`src/rtl/serial_key_lfsr_pkg.sv`:
```
// Shared command codes, sequencer state encoding and bus window decode
// for the serial key generator.
package serial_key_pkg;

  typedef enum logic [3:0] {
    ADV    = 4'h0,
    PEEK   = 4'h1,
    LOAD   = 4'h2,
    RESEED = 4'h3,
    UNLK_B = 4'h5,
    UNLK_A = 4'hA,
    LOCK   = 4'hF
  } cmd_e;

  typedef enum logic [1:0] {
    LOCKED = 2'd0,
    ARM1   = 2'd1,
    ARM2   = 2'd2,
    RUN    = 2'd3
  } fsm_e;

  localparam logic [1:0] WIN_SERIAL = 2'b01;

endpackage

```
`src/rtl/serial_key_lfsr_if.sv`:
```
// Serial-window bus seen by the key generator: host access qualifiers
// and the tristate-able key data bit.
interface serial_key_lfsr_if;
  logic        bus_sel_n;
  logic [13:0] bus_addr;
  logic        bus_rw;
  logic        bus_strobe;
  logic        sdrd;
  logic        sdrd_oe;

  modport master (
    output bus_sel_n, bus_addr, bus_rw, bus_strobe,
    input  sdrd, sdrd_oe
  );

  modport slave (
    input  bus_sel_n, bus_addr, bus_rw, bus_strobe,
    output sdrd, sdrd_oe
  );
endinterface

```
`src/rtl/serial_key_lfsr_core.sv`:
```
// Fibonacci LFSR register with shift, nibble load, reseed and
// zero-lockup recovery; only the low WIDTH bits of TAPS/SEED matter.
module lfsr_core
  import serial_key_pkg::*;
#(
  parameter int          WIDTH = 16,
  parameter logic [31:0] TAPS  = 32'h0000_B400,
  parameter logic [31:0] SEED  = 32'h0000_ACE1
) (
  input  logic             clk,
  input  logic             rst,
  input  logic             adv,
  input  logic             load,
  input  logic             reseed,
  input  logic [3:0]       nib,
  output logic [WIDTH-1:0] state,
  output logic             fb
);

  localparam logic [WIDTH-1:0] TAP_M  = TAPS[WIDTH-1:0];
  localparam logic [WIDTH-1:0] SEED_V = SEED[WIDTH-1:0];

  logic [WIDTH-1:0] state_nx;

  assign fb = ^(state & TAP_M);

  always_comb begin
    state_nx = state;
    if (reseed) begin
      state_nx = SEED_V;
    end else if (load) begin
      state_nx = {state[WIDTH-5:0], nib};
    end else if (adv) begin
      // an all-zero register would never leave zero, so an advance reseeds it
      state_nx = (state == '0) ? SEED_V : {state[WIDTH-2:0], fb};
    end
  end

  always_ff @(posedge clk) begin
    if (rst) state <= SEED_V;
    else     state <= state_nx;
  end

endmodule

```
`src/rtl/serial_key_lfsr.sv`:
```
// Serial key generator top: window/command decode and the unlock
// sequencer in front of the LFSR core.
//
// state  | meaning
// LOCKED | waiting for UNLK_A write with arg KEY0
// ARM1   | first nibble seen, expecting UNLK_B with KEY1
// ARM2   | second nibble seen, expecting UNLK_B with KEY0^KEY1
// RUN    | key commands accepted, unlocked high
module serial_key_lfsr
  import serial_key_pkg::*;
#(
  parameter int          WIDTH = 16,
  parameter logic [31:0] TAPS  = 32'h0000_B400,
  parameter logic [31:0] SEED  = 32'h0000_ACE1,
  parameter logic [3:0]  KEY0  = 4'h9,
  parameter logic [3:0]  KEY1  = 4'h6
) (
  input  logic             clk,
  input  logic             rst,
  serial_key_lfsr_if.slave bus,
  output logic [WIDTH-1:0] state_q,
  output logic             unlocked
);

  localparam logic [1:0] ST_LOCKED = LOCKED;
  localparam logic [1:0] ST_ARM1   = ARM1;
  localparam logic [1:0] ST_ARM2   = ARM2;
  localparam logic [1:0] ST_RUN    = RUN;

  logic [1:0] fsm, fsm_nx;
  logic       acc, rd_acc, wr_acc, run;
  logic [3:0] cmd, arg;
  logic       adv, peek, load, reseed, fb;
  logic       unused_addr;

  assign acc    = bus.bus_strobe & ~bus.bus_sel_n & (bus.bus_addr[13:12] == WIN_SERIAL);
  assign rd_acc = acc & bus.bus_rw;
  assign wr_acc = acc & ~bus.bus_rw;
  assign cmd    = bus.bus_addr[7:4];
  assign arg    = bus.bus_addr[3:0];
  assign unused_addr = ^bus.bus_addr[11:8];

  assign run    = (fsm == ST_RUN);
  assign adv    = run & rd_acc & (cmd == ADV);
  assign peek   = run & rd_acc & (cmd == PEEK);
  assign load   = run & wr_acc & (cmd == LOAD);
  assign reseed = run & wr_acc & (cmd == RESEED);

  assign bus.sdrd_oe = rd_acc;
  assign bus.sdrd    = (adv | peek) & fb;
  assign unlocked    = run;

  always_comb begin
    fsm_nx = fsm;
    unique case (fsm)
      ST_LOCKED: if (wr_acc && cmd == UNLK_A && arg == KEY0) fsm_nx = ST_ARM1;
      ST_ARM1:   if (acc) fsm_nx = (wr_acc && cmd == UNLK_B && arg == KEY1) ? ST_ARM2 : ST_LOCKED;
      ST_ARM2:   if (acc) fsm_nx = (wr_acc && cmd == UNLK_B && arg == (KEY0 ^ KEY1)) ? ST_RUN : ST_LOCKED;
      ST_RUN:    if (acc && cmd == LOCK) fsm_nx = ST_LOCKED;
      default:   fsm_nx = ST_LOCKED;
    endcase
  end

  always_ff @(posedge clk) begin
    if (rst) fsm <= ST_LOCKED;
    else     fsm <= fsm_nx;
  end

  lfsr_core #(
    .WIDTH (WIDTH),
    .TAPS  (TAPS),
    .SEED  (SEED)
  ) u_core (
    .clk    (clk),
    .rst    (rst),
    .adv    (adv),
    .load   (load),
    .reseed (reseed),
    .nib    (arg),
    .state  (state_q),
    .fb     (fb)
  );

endmodule

```
`src/flat_wrapper.sv`:
```
// flat-port wrapper written by rule: the top's interface ports become plain ports
module serial_key_lfsr_flat import serial_key_pkg::*;
#(
  parameter int          WIDTH = 16,
  parameter logic [31:0] TAPS  = 32'h0000_B400,
  parameter logic [31:0] SEED  = 32'h0000_ACE1,
  parameter logic [3:0]  KEY0  = 4'h9,
  parameter logic [3:0]  KEY1  = 4'h6
)
  (clk, rst, state_q, unlocked, bus_bus_sel_n, bus_bus_addr, bus_bus_rw, bus_bus_strobe, bus_sdrd, bus_sdrd_oe);
  serial_key_lfsr_if bus_i ();
  input  logic clk;
  input  logic rst;
  output logic [WIDTH-1:0] state_q;
  output logic unlocked;
  input wire logic [$bits(bus_i.bus_sel_n)-1:0] bus_bus_sel_n;
  input wire logic [$bits(bus_i.bus_addr)-1:0] bus_bus_addr;
  input wire logic [$bits(bus_i.bus_rw)-1:0] bus_bus_rw;
  input wire logic [$bits(bus_i.bus_strobe)-1:0] bus_bus_strobe;
  output wire logic [$bits(bus_i.sdrd)-1:0] bus_sdrd;
  output wire logic [$bits(bus_i.sdrd_oe)-1:0] bus_sdrd_oe;
  assign bus_i.bus_sel_n = bus_bus_sel_n;
  assign bus_i.bus_addr = bus_bus_addr;
  assign bus_i.bus_rw = bus_bus_rw;
  assign bus_i.bus_strobe = bus_bus_strobe;
  assign bus_sdrd = bus_i.sdrd;
  assign bus_sdrd_oe = bus_i.sdrd_oe;
  serial_key_lfsr #(.WIDTH(WIDTH), .TAPS(TAPS), .SEED(SEED), .KEY0(KEY0), .KEY1(KEY1)) u_core (.clk(clk), .rst(rst), .bus(bus_i), .state_q(state_q), .unlocked(unlocked));
endmodule
```
`config.mk`:
```
export PLATFORM = sky130hd
export DESIGN_NAME = serial_key_lfsr_flat
export DESIGN_NICKNAME = d
export VERILOG_FILES = /design/src/rtl/serial_key_lfsr_pkg.sv /design/src/rtl/serial_key_lfsr_if.sv /design/src/rtl/serial_key_lfsr_core.sv /design/src/rtl/serial_key_lfsr.sv /design/src/flat_wrapper.sv
export SDC_FILE = /design/constraint.sdc
export NUM_CORES = 1
export LEC_CHECK = 0
export CAP_MARGIN = 20
export CORE_MARGIN = 2
export CORE_UTILIZATION = 60
export CTS_CLUSTER_SIZE = 28
export DETAILED_ROUTE_END_ITERATION = 12
export DONT_BUFFER_PORTS = 1
export PLACE_DENSITY = 0.76
export SKIP_LAST_GASP = 1
export SYNTH_ARGS = -nofsm -noshare
export SYNTH_HDL_FRONTEND = slang
export SYNTH_HIERARCHICAL = 1
export SYNTH_SLANG_ARGS = --single-unit
```
`constraint.sdc`:
```
create_clock -name clk -period 5.4 [get_ports clk]
set_input_delay 0.54 -clock clk [delete_from_list [all_inputs] [get_ports clk]]
set_output_delay 0.54 -clock clk [all_outputs]
set_load 0.01 [all_outputs]
```
==> results.sh, run 1 <==
export IMPL_die_w_um=45.5
export IMPL_track_usage_pct=23.1
export IMPL_gp_congestion=0.787
export IMPL_dp_hpwl_um=1570
export IMPL_clk_path_buf_depth=2
export IMPL_pre_cts_ws_ns=2.90
export IMPL_fill_cells=143
export IMPL_yosysWarnings=6
export IMPL_synthArstFlopShare_pct=0
export IMPL_fin_crit_sh_pct=42.8
export IMPL_drive_gt1_share_pct=14.9
export IMPL_seq_area_um2=360
export IMPL_final_cell_mix="18 x dfxtp_1, 17 x nor2_1, 17 x a21oi_1, 9 x o21ai_1, 8 x o22ai_1"
export IMPL_startpoint_type="flop"
export IMPL_r2r_slack_ns=3.11
export IMPL_antenna_cells=0
export IMPL_crit_arrival_ns=1.77
export IMPL_synth_ff_type="dfxtp_1"
export IMPL_h_tree_depth=1
export IMPL_synth_edf_count=0
export IMPL_via_per_inst=6.72
export IMPL_dp_cells=133
export IMPL_layout_commonest_cell="dfxtp_1"
export IMPL_cts_tree="done"
export IMPL_drc=0
export IMPL_synth_ff_latch_count=18
export IMPL_max_slew_margin_pct=77.2
export IMPL_core_mm2=0.00156
export IMPL_clkLatencyLatePin_ns=0.29
export IMPL_placed_cell_area_mm2=0.00104
export IMPL_synthesis_nets=143
export IMPL_clk_pin_slew_worst_paths_ns=0.11
export IMPL_slowest_stage="dfxtp_1"
export IMPL_end_kind="output pin"
export IMPL_antenna_found_initial=0
export IMPL_start_util_pct=66.3
export IMPL_cellPowerDensity_mw_per_mm2=209
export IMPL_drt_total_wl_um=2170
export IMPL_grt_overflow_total=0
export IMPL_grt_max_degree=33
export IMPL_route_detailed_wl_per_inst_um=15.8
export IMPL_synth_seq_area_share_pct=34.9
export IMPL_worstHoldStart="rst"
export IMPL_drtIter0Drc=24
export IMPL_hold_slack_ns=0.301
export IMPL_postRouteAntennaNets=0
export IMPL_p_switching_mw=0.0470
export IMPL_status="finished, final reports clean"
export IMPL_worstHoldPathType="in2reg"
export IMPL_leakage_nw=0.374
export IMPL_hold_violations=0
export IMPL_crit_fanout=4
export IMPL_cts_buffers=3
export IMPL_cts_sinks=18
export IMPL_syn_avg_cell_area_um2=8.40
export IMPL_io_buffers=0
export IMPL_sw_frac_of_total_pct=21.0
export IMPL_slowest_delay_ns=0.44
export IMPL_critPathKind="reg2out"
export IMPL_pwr_share_clk_pct=37.4
export IMPL_dieArea_mm2=0.00207
export IMPL_postCtsHoldBufs=0
export IMPL_multi_input_area_um2=622
export IMPL_combPwrFrac_pct=3.4
export IMPL_r2r_end="u_core/u_core/state[6]"
export IMPL_syn_cell_area_mm2=0.00103
export IMPL_fp_dieH_um=45.5
export IMPL_intPower_mw=0.177
export IMPL_first_global_vias=816
export IMPL_boundaryPins=38
export IMPL_irDropWorstVdd_mv=0.196
export IMPL_tightest_slew_ns=0.339
export IMPL_synthToLayoutAreaGrowth_pct=3.75
export IMPL_nNetsFinal=142
export IMPL_stdcell_count=137
export IMPL_vias=921
export IMPL_pwr_share_seq_pct=59.2
export IMPL_drv_cap=0
export IMPL_row_count=14
export IMPL_synth_distinct_cells=37
export IMPL_min_to="u_core/fsm[1]"
export IMPL_syn_inst=123
export IMPL_min_path_cells=1
export IMPL_grt_pass1_wl_um=3460
export IMPL_cp_required_ns=4.86
export IMPL_reg2reg_depth=8
export IMPL_tns_ns=0
export IMPL_cts_setup_buffers=0
export IMPL_r2r_start="u_core/fsm[0]"
export IMPL_fmax_ghz=0.433
export IMPL_dr_pass1_iters=4
export IMPL_drv_slew=0
export IMPL_path_cells="inv_1, ha_1, xnor2_1, xnor2_1, nor4b_2"
export IMPL_root_buffer="clkbuf_4"
export IMPL_cp_common_cell="xnor2_1"
export IMPL_clock_skew_ns=0.00516
export IMPL_grt_setup_unrepaired="no"
export IMPL_stdcell_area_mm2=0.00107
export IMPL_finalCriticalPeriod_ns=2.31
export IMPL_fin_ws_ns=3.09
export IMPL_cts_resized=0
export IMPL_setup_viol=0
[cell families (layout without fill, tap and decap cells)]
group	after synthesis	count (layout)	synth area share, %
AND/OR/NAND/NOR	42	42	27.6
AO/OA/AOI/OAI	40	40	21.8
flip-flops	18	18	34.9
buffers and inverters	13	11	6.05
multiplexers	7	7	6.78
XOR/XNOR	2	2	1.70
adder cells (fa/ha/maj)	1	1	1.21
[registers in the layout, summed over array words and instances, names as in the netlist]
signal               flops
u_core/fsm               2
u_core/u_core/state     16
[metrics by stage]
stage	util [%]	power, mW
6_report	68.8	0.224
5_1_grt	68.8	0.232
4_1_cts	68.8	0.226
3_5_place_dp	66.5	0.143
3_3_place_gp	66.5	0.143
2_1_floorplan	-	0.143
[routing by layer]
layer	up-vias	global-route usage [%]	routed length [um]
met5	-	0	0
met4	0	11.2	41
li1	453	-	-
met1	429	32.5	1010
met2	33	33.2	999
met3	6	4.76	113
[power by group through the flow]
stage	Clock, mW	Combinational, mW	Sequential, mW
finish	0.0839	0.00771	0.133
global route	0.0909	0.00863	0.133
CTS	0.0856	0.00767	0.133
detailed placement	0	0.00761	0.136
global placement	0	0.00752	0.136
floorplan	0	0.00692	0.136
[worst max-delay path: cells and delay by family, from the launching register on]
family | cells | cell delay, ns
DFF | 1 | 0.44
adders and majority gates | 1 | 0.30
xor gates and xnor gates | 2 | 0.33
and+or+nand+nor | 1 | 0.35
buffers and inverters | 1 | 0.07
[cell usage after synthesis (2+ instances only)]
cell type	count	area share, %
a21oi_1	17	8.2
buf_2	2	0.97
clkbuf_1	4	1.5
dfxtp_1	18	35
inv_1	5	1.8
mux2i_1	7	6.8
nor2_1	17	6.2
nor3_1	3	1.5
nor4_1	3	1.8
nor4b_2	2	2.9
o21ai_0	2	0.97
o21ai_1	9	4.4
o22ai_1	8	4.8
or2_2	2	1.2
xnor2_1	2	1.7
[final cells by class]
| class | instances | share of cell area, % |
|---|---|---|
| clock buffer | 4 | 3.38 |
| inverter | 5 | 1.75 |
| sequential | 18 | 33.6 |
| multi-input combinational | 92 | 58.0 |
| tap | 16 | 1.87 |
| timing repair buffer | 2 | 1.40 |
[how the worst max path moves through the flow]
stage	from	endpoint	slack [ns]
after floorplan	bus_bus_sel_n	u_core/u_core/state[4]	3.10
after global placement	bus_bus_sel_n	u_core/u_core/state[7]	2.92
after detailed placement	bus_bus_sel_n	u_core/u_core/state[13]	2.90
after CTS	u_core/u_core/state[12]	bus_sdrd	3.05
after global routing	u_core/fsm[0]	u_core/u_core/state[15]	2.94
final	u_core/u_core/state[12]	bus_sdrd	3.09
Power figures use the tool's default switching activity.
==> run 2: changes to the inputs <==
clock period = 2.2 ns   (was 5.4 ns; I/O delays follow)
==> run 2 against run 1 <==
Compared with the run above: sequential share of layout area down 1.3 points; via count up 1.2%; utilization up 2.8 points; combinational power rose to 2.9 times the previous value; worst setup slack worse by 3.0 ns; largest power group unchanged; critical path type is now reg2reg; count of clock-buffer cells in the layout unchanged.
==> results.sh, run 2 (synthesis gave the netlist of run 1 again) <==
export IMPL_largest_register="u_core/u_core/state"
export IMPL_grt_pass1_wl_um=3730
export IMPL_setup_viol=0
export IMPL_layout_commonest_cell="dfxtp_1"
export IMPL_largest_reg_flops=16
export IMPL_stdcell_count=139
export IMPL_drv_cap=0
export IMPL_r2r_start="u_core/fsm[0]"
export IMPL_cts_setup_buffers=0
export IMPL_max_slew_margin_pct=68.7
export IMPL_placed_cell_area_mm2=0.00106
export IMPL_end_kind="flop"
export IMPL_cts_tree="done"
export IMPL_tightest_slew_ns=0.465
export IMPL_dieArea_mm2=0.00207
export IMPL_critPathTopFamily="simple AND/OR/NAND/NOR gates"
export IMPL_clk_pin_slew_worst_paths_ns=0.10
export IMPL_clock_skew_ns=0.00990
export IMPL_grt_max_degree=33
export IMPL_slowest_stage="or4_4"
export IMPL_postRouteAntennaNets=0
export IMPL_cts_buffers=3
export IMPL_drv_slew=0
export IMPL_startpoint_type="flop"
export IMPL_fp_dieH_um=45.5
export IMPL_drive_gt1_share_pct=16.3
export IMPL_r2r_slack_ns=0.14
export IMPL_h_tree_depth=1
export IMPL_crit_fanout=9
export IMPL_fin_ws_ns=0.139
export IMPL_cts_sinks=18
export IMPL_pre_cts_ws_ns=0.132
export IMPL_io_buffers=0
export IMPL_cellPowerDensity_mw_per_mm2=490
export IMPL_clkLatencyLatePin_ns=0.30
export IMPL_fmax_ghz=0.485
export IMPL_stdcell_area_mm2=0.00112
export IMPL_final_cell_mix="18 x dfxtp_1, 17 x nor2_1, 17 x a21oi_1, 9 x o21ai_1, 8 x o22ai_1"
export IMPL_slowest_delay_ns=0.54
export IMPL_start_util_pct=66.3
export IMPL_worstHoldStart="bus_bus_addr[0]"
export IMPL_row_count=14
export IMPL_grt_overflow_total=0
export IMPL_leakage_nw=0.388
export IMPL_gp_congestion=0.797
export IMPL_final_util_pct=71.6
export IMPL_crit_end="u_core/u_core/state[14]"
export IMPL_die_w_um=45.5
export IMPL_top_regs="u_core/u_core/state: 16 flops, u_core/fsm: 2 flops"
export IMPL_synthToLayoutAreaGrowth_pct=7.99
export IMPL_core_mm2=0.00156
export IMPL_irDropWorstVdd_mv=0.429
export IMPL_reg2reg_depth=7
export IMPL_drt_total_wl_um=2430
export IMPL_hold_violations=0
export IMPL_cp_required_ns=2.43
export IMPL_route_detailed_wl_per_inst_um=17.4
export IMPL_antenna_found_initial=0
export IMPL_fin_crit_sh_pct=93.7
export IMPL_first_global_vias=824
export IMPL_crit_arrival_ns=2.29
export IMPL_status="finished, final reports clean"
export IMPL_worstHoldPathType="in2reg"
export IMPL_vias=932
export IMPL_clk_path_buf_depth=2
export IMPL_root_buffer="clkbuf_4"
export IMPL_worst_path_buf_inv=1
export IMPL_startpoint="u_core/fsm[0]"
export IMPL_boundaryPins=38
export IMPL_drc=0
export IMPL_dp_cells=134
export IMPL_track_usage_pct=25.1
export IMPL_antenna_cells=0
export IMPL_finalCriticalPeriod_ns=2.06
export IMPL_drtIter0Drc=40
export IMPL_dr_pass1_iters=4
export IMPL_path_depth=7
export IMPL_nNetsFinal=144
export IMPL_path_cells="nand2_2, or4_4, nor4_4, inv_1, a41o_2, o21ai_1, nor3b_2"
export IMPL_dp_hpwl_um=1730
export IMPL_via_per_inst=6.71
export IMPL_r2r_end="u_core/u_core/state[14]"
export IMPL_critPathKind="reg2reg"
## run 2: worst min path at each step
| stage | slack, ns | cells after the start | endpoint |
|---|---|---|---|
| floorplan | 0.29 | 1 | u_core/fsm[1] |
| global placement | 0.30 | 1 | u_core/fsm[1] |
| detailed placement | 0.30 | 1 | u_core/fsm[1] |
| CTS | 0.05 | 2 | u_core/u_core/state[0] |
| global route | 0.07 | 2 | u_core/u_core/state[0] |
| finish | 0.06 | 2 | u_core/u_core/state[0] |
## run 2: power by group
part / total (mW) / internal, mW / switching (mW) / leakage [nW]
clock network: 0.200 / 0.101 / 0.0988 / 0.0210
logic: 0.0221 / 0.0106 / 0.0115 / 0.222
registers: 0.326 / 0.326 / 0.00000281 / 0.145
## run 2: cell type report
type	instances	area [um2]
clock buffer	4	36.3
timing repair buffer	4	48.8
inverter	5	18.8
sequential	18	360
fill	135	443
multi-input combinational	92	632
tap	16	20.0
## run 2: layer usage
metal | part of all wire, % | GRT usage [%]
met1 | 42 | 32.8
met2 | 47 | 36.6
met3 | 7.9 | 9.52
met4 | 2.6 | 11.2
met5 | 0 | 0
## run 2: what timing repair did
action | 4_1_cts | 5_1_grt
gates resized for setup | 0 | 3
hold buffers | 1 | 0
endpoints found under the hold margin | 2 | 0
setup endpoints to repair | 0 | 11
## run 2: stage by stage
stage	hold slack [ns]	total power [mW]	setup TNS [ns]
after floorplan	0.289	0.350	0
after global placement	0.298	0.352	0
after detailed placement	0.297	0.353	0
after CTS	0.0524	0.551	0
after global routing	0.0670	0.564	-0.000143
final	0.0558	0.547	0
